[src/rtl/scarv_cop_sgmem.sv]
// scarv_cop_sgmem
// Scatter/gather memory engine for the SCARV coprocessor. Moves up to
// DATA_W/8 byte, halfword or word elements between one packed CPR value and
// independently addressed memory words, one bus transaction per element.
// Gathered data is written back only when every element completed cleanly.
// Optional strided addressing is compiled in when SCARV_COP_SG_STRIDE_EN is
// defined; otherwise sg_mode and sg_stride are ignored.
module scarv_cop_sgmem #(
    parameter int DATA_W = 32
) (
    input  logic                          g_clk,
    input  logic                          g_resetn,
    input  logic                          sg_ivalid,
    output logic                          sg_idone,
    input  logic                          sg_is_store,
    input  logic [1:0]                    sg_esize,
    input  logic                          sg_mode,
    input  logic [$clog2(DATA_W/8):0]     sg_nelem,
    input  logic [31:0]                   sg_base,
    input  logic [31:0]                   sg_stride,
    input  logic [DATA_W-1:0]             sg_index,
    input  logic [DATA_W-1:0]             sg_sdata,
    output logic [DATA_W-1:0]             sg_rd_wdata,
    output logic [DATA_W/8-1:0]           sg_rd_ben,
    output logic                          sg_addr_error,
    output logic                          sg_bus_error,
    output logic                          cop_mem_cen,
    output logic                          cop_mem_wen,
    output logic [31:0]                   cop_mem_addr,
    output logic [31:0]                   cop_mem_wdata,
    output logic [3:0]                    cop_mem_ben,
    input  logic [31:0]                   cop_mem_rdata,
    input  logic                          cop_mem_stall,
    input  logic                          cop_mem_error
);

    localparam int unsigned NB = DATA_W / 8;
    localparam int unsigned NW = $clog2(DATA_W / 8) + 1;

    typedef enum logic [1:0] {
        IDLE   = 2'd0,
        CHECK  = 2'd1,
        ACCESS = 2'd2,
        DONE   = 2'd3
    } state_t;

    state_t            state_q, state_n;
    logic [NW-1:0]     cnt_q, cnt_n;
    logic [DATA_W-1:0] buf_q, buf_n;
    logic              aerr_q, aerr_n;
    logic              berr_q, berr_n;
    logic [1:0]        off_q;

    logic [31:0]       esz_b;
    logic [NW-1:0]     cap;
    logic [NW-1:0]     n_eff;
    logic [NW-1:0]     e_sel;
    logic [31:0]       e_addr;
    logic              aerr_c;
    logic              accept;
    logic              last;
    logic              bus_load;
    logic              bus_drop;
    logic [31:0]       bus_wdata_n;
    logic [3:0]        bus_ben_n;
    logic              done_set;
    logic [DATA_W-1:0] wb_wdata_n;
    logic [NB-1:0]     wb_ben_n;

`ifdef SCARV_COP_SG_STRIDE_EN
    logic              mode_q;
`else
    logic              unused_stride;
    assign unused_stride = ^{sg_mode, sg_stride};
`endif

    // Element size in bytes and effective element count (0 or >CAP means CAP).
    always_comb begin
        esz_b = 32'd1 << sg_esize;
        cap   = NW'(NB >> sg_esize);
        n_eff = ((sg_nelem == '0) || (sg_nelem > cap)) ? cap : sg_nelem;
    end

    // Alignment pre-check of every active element; only address bits [1:0] matter.
    always_comb begin
        logic [1:0]  lo;
        int unsigned bi;
`ifdef SCARV_COP_SG_STRIDE_EN
        logic [31:0] prod;
`endif
        aerr_c = (sg_esize == 2'b11);
        for (int unsigned i = 0; i < NB; i++) begin
            lo = 2'b00;
            bi = i << sg_esize;
            if (bi < NB) begin
                lo = sg_base[1:0] + sg_index[8*bi +: 2];
            end
`ifdef SCARV_COP_SG_STRIDE_EN
            if (mode_q) begin
                prod = i * sg_stride;
                lo   = sg_base[1:0] + prod[1:0];
            end
`endif
            if ((i < 32'(n_eff)) &&
                (((sg_esize == 2'b01) && lo[0]) ||
                 ((sg_esize == 2'b10) && (lo != 2'b00)))) begin
                aerr_c = 1'b1;
            end
        end
    end

    // Byte address of the element selected for the next bus request.
    always_comb begin
        int unsigned e_int;
        int unsigned bi;
        logic [31:0] idx_off;
        e_int   = 32'(e_sel);
        idx_off = '0;
        bi      = 0;
        for (int unsigned k = 0; k < 4; k++) begin
            bi = (e_int << sg_esize) + k;
            if ((k < esz_b) && (bi < NB)) begin
                idx_off[8*k +: 8] = sg_index[8*bi +: 8];
            end
        end
        e_addr = sg_base + idx_off;
`ifdef SCARV_COP_SG_STRIDE_EN
        if (mode_q) begin
            e_addr = sg_base + (e_int * sg_stride);
        end
`endif
    end

    // Store byte enables and lane-shifted write data for the selected element.
    always_comb begin
        int unsigned e_int;
        int unsigned off;
        int unsigned bi;
        e_int       = 32'(e_sel);
        off         = 32'(e_addr[1:0]);
        bi          = 0;
        bus_wdata_n = '0;
        bus_ben_n   = '0;
        if (sg_is_store) begin
            for (int unsigned j = 0; j < 4; j++) begin
                if ((j >= off) && (j < off + esz_b)) begin
                    bus_ben_n[j] = 1'b1;
                    bi = (e_int << sg_esize) + (j - off);
                    if (bi < NB) begin
                        bus_wdata_n[8*j +: 8] = sg_sdata[8*bi +: 8];
                    end
                end
            end
        end
    end

    // Next-state, element counter and gather-buffer merge.
    always_comb begin
        int unsigned sb;
        state_n  = state_q;
        cnt_n    = cnt_q;
        buf_n    = buf_q;
        aerr_n   = aerr_q;
        berr_n   = berr_q;
        e_sel    = cnt_q;
        bus_load = 1'b0;
        bus_drop = 1'b0;
        sb       = 0;
        accept   = cop_mem_cen && !cop_mem_stall;
        last     = (cnt_q == (n_eff - NW'(1)));
        unique case (state_q)
            IDLE: begin
                if (sg_ivalid) begin
                    state_n = CHECK;
                    cnt_n   = '0;
                    buf_n   = '0;
                    aerr_n  = 1'b0;
                    berr_n  = 1'b0;
                end
            end
            CHECK: begin
                if (aerr_c) begin
                    aerr_n  = 1'b1;
                    state_n = DONE;
                end else begin
                    state_n  = ACCESS;
                    e_sel    = '0;
                    bus_load = 1'b1;
                end
            end
            ACCESS: begin
                if (accept) begin
                    if (cop_mem_error) begin
                        berr_n   = 1'b1;
                        state_n  = DONE;
                        bus_drop = 1'b1;
                    end else begin
                        if (!sg_is_store) begin
                            for (int unsigned b = 0; b < NB; b++) begin
                                if ((b >> sg_esize) == 32'(cnt_q)) begin
                                    sb = 32'(off_q) + (b & (esz_b - 32'd1));
                                    if (sb < 4) begin
                                        buf_n[8*b +: 8] = cop_mem_rdata[8*sb +: 8];
                                    end
                                end
                            end
                        end
                        if (last) begin
                            state_n  = DONE;
                            bus_drop = 1'b1;
                        end else begin
                            cnt_n    = cnt_q + NW'(1);
                            e_sel    = cnt_q + NW'(1);
                            bus_load = 1'b1;
                        end
                    end
                end
            end
            DONE: begin
                state_n = IDLE;
            end
            default: begin
                state_n = IDLE;
            end
        endcase
    end

    // Writeback values, captured on entry to DONE while the request is still held.
    always_comb begin
        done_set   = (state_q != DONE) && (state_n == DONE);
        wb_wdata_n = '0;
        wb_ben_n   = '0;
        if (!sg_is_store && !aerr_n && !berr_n) begin
            wb_wdata_n = buf_n;
            for (int unsigned b = 0; b < NB; b++) begin
                wb_ben_n[b] = ((b >> sg_esize) < 32'(n_eff));
            end
        end
    end

    // FSM state, element counter, gather buffer and error flags.
    always_ff @(posedge g_clk or negedge g_resetn) begin
        if (!g_resetn) begin
            state_q <= IDLE;
            cnt_q   <= '0;
            buf_q   <= '0;
            aerr_q  <= 1'b0;
            berr_q  <= 1'b0;
        end else begin
            state_q <= state_n;
            cnt_q   <= cnt_n;
            buf_q   <= buf_n;
            aerr_q  <= aerr_n;
            berr_q  <= berr_n;
        end
    end

`ifdef SCARV_COP_SG_STRIDE_EN
    // Addressing mode is latched when the instruction is accepted.
    always_ff @(posedge g_clk or negedge g_resetn) begin
        if (!g_resetn) begin
            mode_q <= 1'b0;
        end else if ((state_q == IDLE) && sg_ivalid) begin
            mode_q <= sg_mode;
        end
    end
`endif

    // Registered bus request; held unchanged while the bus stalls.
    always_ff @(posedge g_clk or negedge g_resetn) begin
        if (!g_resetn) begin
            cop_mem_cen   <= 1'b0;
            cop_mem_wen   <= 1'b0;
            cop_mem_addr  <= '0;
            cop_mem_wdata <= '0;
            cop_mem_ben   <= '0;
            off_q         <= '0;
        end else if (bus_load) begin
            cop_mem_cen   <= 1'b1;
            cop_mem_wen   <= sg_is_store;
            cop_mem_addr  <= {e_addr[31:2], 2'b00};
            cop_mem_wdata <= bus_wdata_n;
            cop_mem_ben   <= bus_ben_n;
            off_q         <= e_addr[1:0];
        end else if (bus_drop) begin
            cop_mem_cen   <= 1'b0;
            cop_mem_wen   <= 1'b0;
            cop_mem_addr  <= '0;
            cop_mem_wdata <= '0;
            cop_mem_ben   <= '0;
            off_q         <= '0;
        end
    end

    // Completion pulse with writeback and error status, live only during DONE.
    always_ff @(posedge g_clk or negedge g_resetn) begin
        if (!g_resetn) begin
            sg_idone      <= 1'b0;
            sg_addr_error <= 1'b0;
            sg_bus_error  <= 1'b0;
            sg_rd_wdata   <= '0;
            sg_rd_ben     <= '0;
        end else if (done_set) begin
            sg_idone      <= 1'b1;
            sg_addr_error <= aerr_n;
            sg_bus_error  <= berr_n;
            sg_rd_wdata   <= wb_wdata_n;
            sg_rd_ben     <= wb_ben_n;
        end else begin
            sg_idone      <= 1'b0;
            sg_addr_error <= 1'b0;
            sg_bus_error  <= 1'b0;
            sg_rd_wdata   <= '0;
            sg_rd_ben     <= '0;
        end
    end

endmodule

[config.mk]
export PLATFORM = sky130hd
export DESIGN_NAME = scarv_cop_sgmem
export DESIGN_NICKNAME = d
export VERILOG_FILES = /design/src/rtl/scarv_cop_sgmem.sv
export SDC_FILE = /design/constraint.sdc
export NUM_CORES = 1
export LEC_CHECK = 0
export ABC_AREA = 0
export ABC_CLOCK_PERIOD_IN_PS = 12120
export BUFFER_PORTS_ARGS = -buffer_cell sky130_fd_sc_hd__buf_2
export CAP_MARGIN = 20
export CORE_ASPECT_RATIO = 0.75
export CORE_MARGIN = 5
export CORE_UTILIZATION = 60
export CTS_BUF_LIST = sky130_fd_sc_hd__clkbuf_2 sky130_fd_sc_hd__clkbuf_4 sky130_fd_sc_hd__clkbuf_8
export CTS_CLUSTER_DIAMETER = 40
export DETAILED_ROUTE_END_ITERATION = 16
export GPL_TIMING_DRIVEN = 1
export PLACE_DENSITY = 0.88
export SLEW_MARGIN = 20
export SYNTH_ARGS = -nofsm -noshare
export SYNTH_HDL_FRONTEND = slang
export SYNTH_SLANG_ARGS = --single-unit
[constraint.sdc]
create_clock -name g_clk -period 12.12 [get_ports g_clk]
set_clock_uncertainty 0.15 [all_clocks]
set_input_delay 3.636 -clock g_clk [delete_from_list [all_inputs] [get_ports g_clk]]
set_output_delay 3.636 -clock g_clk [all_outputs]
set_load 0.01 [all_outputs]
==> results.txt <==
EDFF count, synth -> 0
HP Class -> reg2reg
Dpl hpwl -> 27700 um
CP endpoint kind -> register
Post-synth top area share -> 0.306
PwrDens -> 151 nW/um^2
Reg2reg setup slack -> 4.55 ns
Vias in the first global route -> 11000
Grt met3 use -> 0.0811
Largest net degree at the start of global routing -> 76
Tightest Pin Transition -> 1.19 ns
Residual DRC -> 0
Reg2reg end -> cop_mem_wdata[18]
FF-to-FF Start -> state_q[0]
Worst Hold End -> cop_mem_wdata[9]
Layout area overhead -> 17.7%
GR Layer Usage met2 -> 0.480
CTS tree -> yes
First-pass GRT wire length -> 57400 um
Slew margin rel. -> 0.197
Clk pin slew, worst setup/hold paths -> 0.10 ns
Kind of critical path -> in2reg
Max VDD drop -> 0.0932 mV
Cell taking the most area after synthesis -> dfrtp_1
CTS H-tree lvls -> 4
Vias/cell -> 6.37
Clock Path Buffers -> 2
Worst min-delay path startpoint -> cop_mem_wdata[9]
Post-Syn Instances -> 1307
Critical Path AT -> 11.98 ns
Post-synth ARST share -> 1.00
Max-slew violation count -> 0
Post-route ant nets -> 0
Master of the slowest instance on the critical path -> fa_2
CTS hold repair buffers -> 0
Main synth FF type -> dfrtp_1
Initial core utilization -> 0.604
Fin area -> 14200 um^2
Status -> finished clean
Num CTS Buffers -> 17
Initial DRC Count -> 1171
Post-layout nets -> 1836
DP Area -> 13800 um^2
Synth Cell Area -> 12100 um^2
Core Area -> 20000 um^2
Non-filler instance count after layout -> 1816
WHS Path Cells -> 2
Seq/Total Area, Yosys -> 0.306
CTS root buf -> clkbuf_8
RD Place Congestion -> 1.04
Skew-Pair Late Insertion Delay -> 0.46 ns
Crit start category -> input port
Fin Hold WS -> 0.336 ns
Proportion of layout cells with a drive suffix above 1 -> 0.266
Fin crit period -> 11.75 ns
Die width -> 174 um
Total number of vias -> 11600
Max Cap Viol -> 0
Drt total wl -> 36500 um
Die Footprint -> 23100 um^2
Avg WL per Cell -> 20.1 um
Synth warn -> 0
Synthesized flop and latch total -> 148
Io pins -> 281
GRT Util Overall -> 0.305
Fin crit share -> 0.970
Router iterations before antenna repair -> 5
Slowest stage delay, CP -> 0.73 ns
WP data required -> 12.35 ns
Final Hold Vio Count -> 0
Largest cells by area after synthesis -> dfrtp_1 (31%), ha_1 (12%), mux4_2 (5.0%)
Worst Path Max Fanout -> 17
Met1 usage -> 0.421
Syn Area/Cell -> 9.26 um^2
Setup_tns -> 0 ns
Worst path bufs/invs -> 6
TritonCTS Sinks -> 148
# setup viols final -> 0
Global route total overflow -> 0
Placed Instances -> 1782
Maximum clock rate -> 0.0851 GHz
LEAKAGE -> 6.91 nW
Crit path max-delay family -> compound AO/OA/AOI/OAI gates
Buffers on Ports -> 245
Library cells used by synthesis -> 89
GRT busiest layer -> met2
Worst r2r path cells -> 27
Die Y -> 133 um
Initial antenna violation count -> 2
Cell Rows -> 45
[synthesized netlist by cell type (8+ instances only)]
master      n
dfrtp_1   148
nand2_1   121
ha_1      113
o21ai_0    92
a21oi_1    81
nor2_1     69
nor2b_1    64
mux2i_1    52
clkbuf_1   46
nand3_1    43
inv_1      42
nand2b_1   32
mux4_2     27
xnor2_1    26
a32o_1     24
a21o_1     23
nor3_1     23
a22o_1     22
xor2_1     21
mux2_2     19
and2_1     13
a211oi_1   11
a31oi_1     9
nand4_1     9
o211ai_1    9
or2_2       9
and3_1      8
buf_2       8
nor4_1      8
[sequential cells by signal (all words and copies together), names as in the netlist]
name           cells
buf_q             32
cop_mem_wdata     32
sg_rd_wdata       32
cop_mem_addr      30
cop_mem_ben        4
sg_rd_ben          4
cnt_q              3
off_q              2
state_q            2
aerr_q             1
berr_q             1
cop_mem_cen        1
cop_mem_wen        1
sg_addr_error      1
sg_bus_error       1
sg_idone           1
[power by group]
group / internal (mW) / leakage, nW / total (mW) / switching (mW)
logic: 0.431 / 4.71 / 1.10 / 0.670
registers: 0.579 / 2.01 / 0.643 / 0.0637
clock network: 0.171 / 0.193 / 0.401 / 0.230
total: 1.18 / 6.91 / 2.15 / 0.964
[worst reg2reg max path, delay by kind of cell, from the launching register on]
family	cells	cell delay, ns
adder cells (fa/ha/maj)	6	2.37
AO/OA/AOI/OAI	8	2.02
AND/OR/NAND/NOR	9	1.83
flip-flops	1	0.42
buffers and inverters	3	0.41
multiplexers	1	0.30
[placed cells by master (no fill, tap or decap), types with 5 or more instances in the layout]
master	instances
a211oi_1	8
a21o_1	23
a21oi_1	80
a221oi_1	7
a22o_1	22
a311oi_1	7
a31oi_1	9
a32o_1	24
and2_1	12
and3_1	8
buf_2	244
buf_4	35
clkbuf_8	17
dfrtp_1	148
fa_1	6
ha_1	107
inv_1	39
inv_6	5
mux2_2	19
mux2i_1	52
mux4_2	27
nand2_1	118
nand2b_1	32
nand3_1	42
nand4_1	9
nor2_1	69
nor2b_1	64
nor3_1	22
nor4_1	8
o211ai_1	9
o21a_1	7
o21ai_0	91
o21bai_1	6
o31ai_1	6
or2_2	9
or3_1	5
xnor2_1	25
xor2_1	21
[how the worst max path moves through the flow]
stage          cells past startpoint  slack [ns]        start                 to
6_report                          38        0.37  sg_esize[0]  cop_mem_wdata[18]
5_1_grt                           38       -0.06  sg_esize[0]  cop_mem_wdata[17]
4_1_cts                           38        0.15  sg_esize[0]   cop_mem_wdata[6]
3_5_place_dp                      38       -0.26  sg_esize[0]   cop_mem_wdata[5]
3_3_place_gp                      39        0.04  sg_esize[0]   cop_mem_wdata[0]
2_1_floorplan                     44        0.04  sg_esize[0]   cop_mem_wdata[0]
[metrics by stage]
step,power [mW],utilization,worst slack (ns)
global route,2.28,0.710,-0.0645
detailed placement,1.72,0.688,-0.264
CTS,2.12,0.707,0.154
floorplan,1.39,-,0.0390
global placement,1.68,0.688,0.0442
finish,2.15,0.710,0.365
[final cells by class]
cell class | count | area (um^2)
multi-input combinational | 1051 | 8120
timing repair buffer | 281 | 1520
clock inverter | 15 | 165
tap | 258 | 323
sequential | 148 | 3700
clock buffer | 17 | 234
fill | 1553 | 5810
antenna | 1 | 2.50
inverter | 45 | 175
[layer usage]
layer  wire length (um)  vias up
li1                   -     5303
met1              15200     5534
met2              16600      656
met3               3900       76
met4                834        2
met5                 13        -
[cell families after synthesis]
group           share of synthesized area
simple gates                        0.178
other cells                      0.000310
fa+ha+maj                           0.128
flops                               0.306
compound gates                      0.200
buf+inv                            0.0359
xor+xnor                           0.0392
mux                                 0.113
[repair_timing]
action | in CTS | in global routing
buffers inserted | 0 | 1
gates resized for setup | 0 | 8
endpoints found under the setup margin | 0 | 20
(Power assumes the default switching activity.)
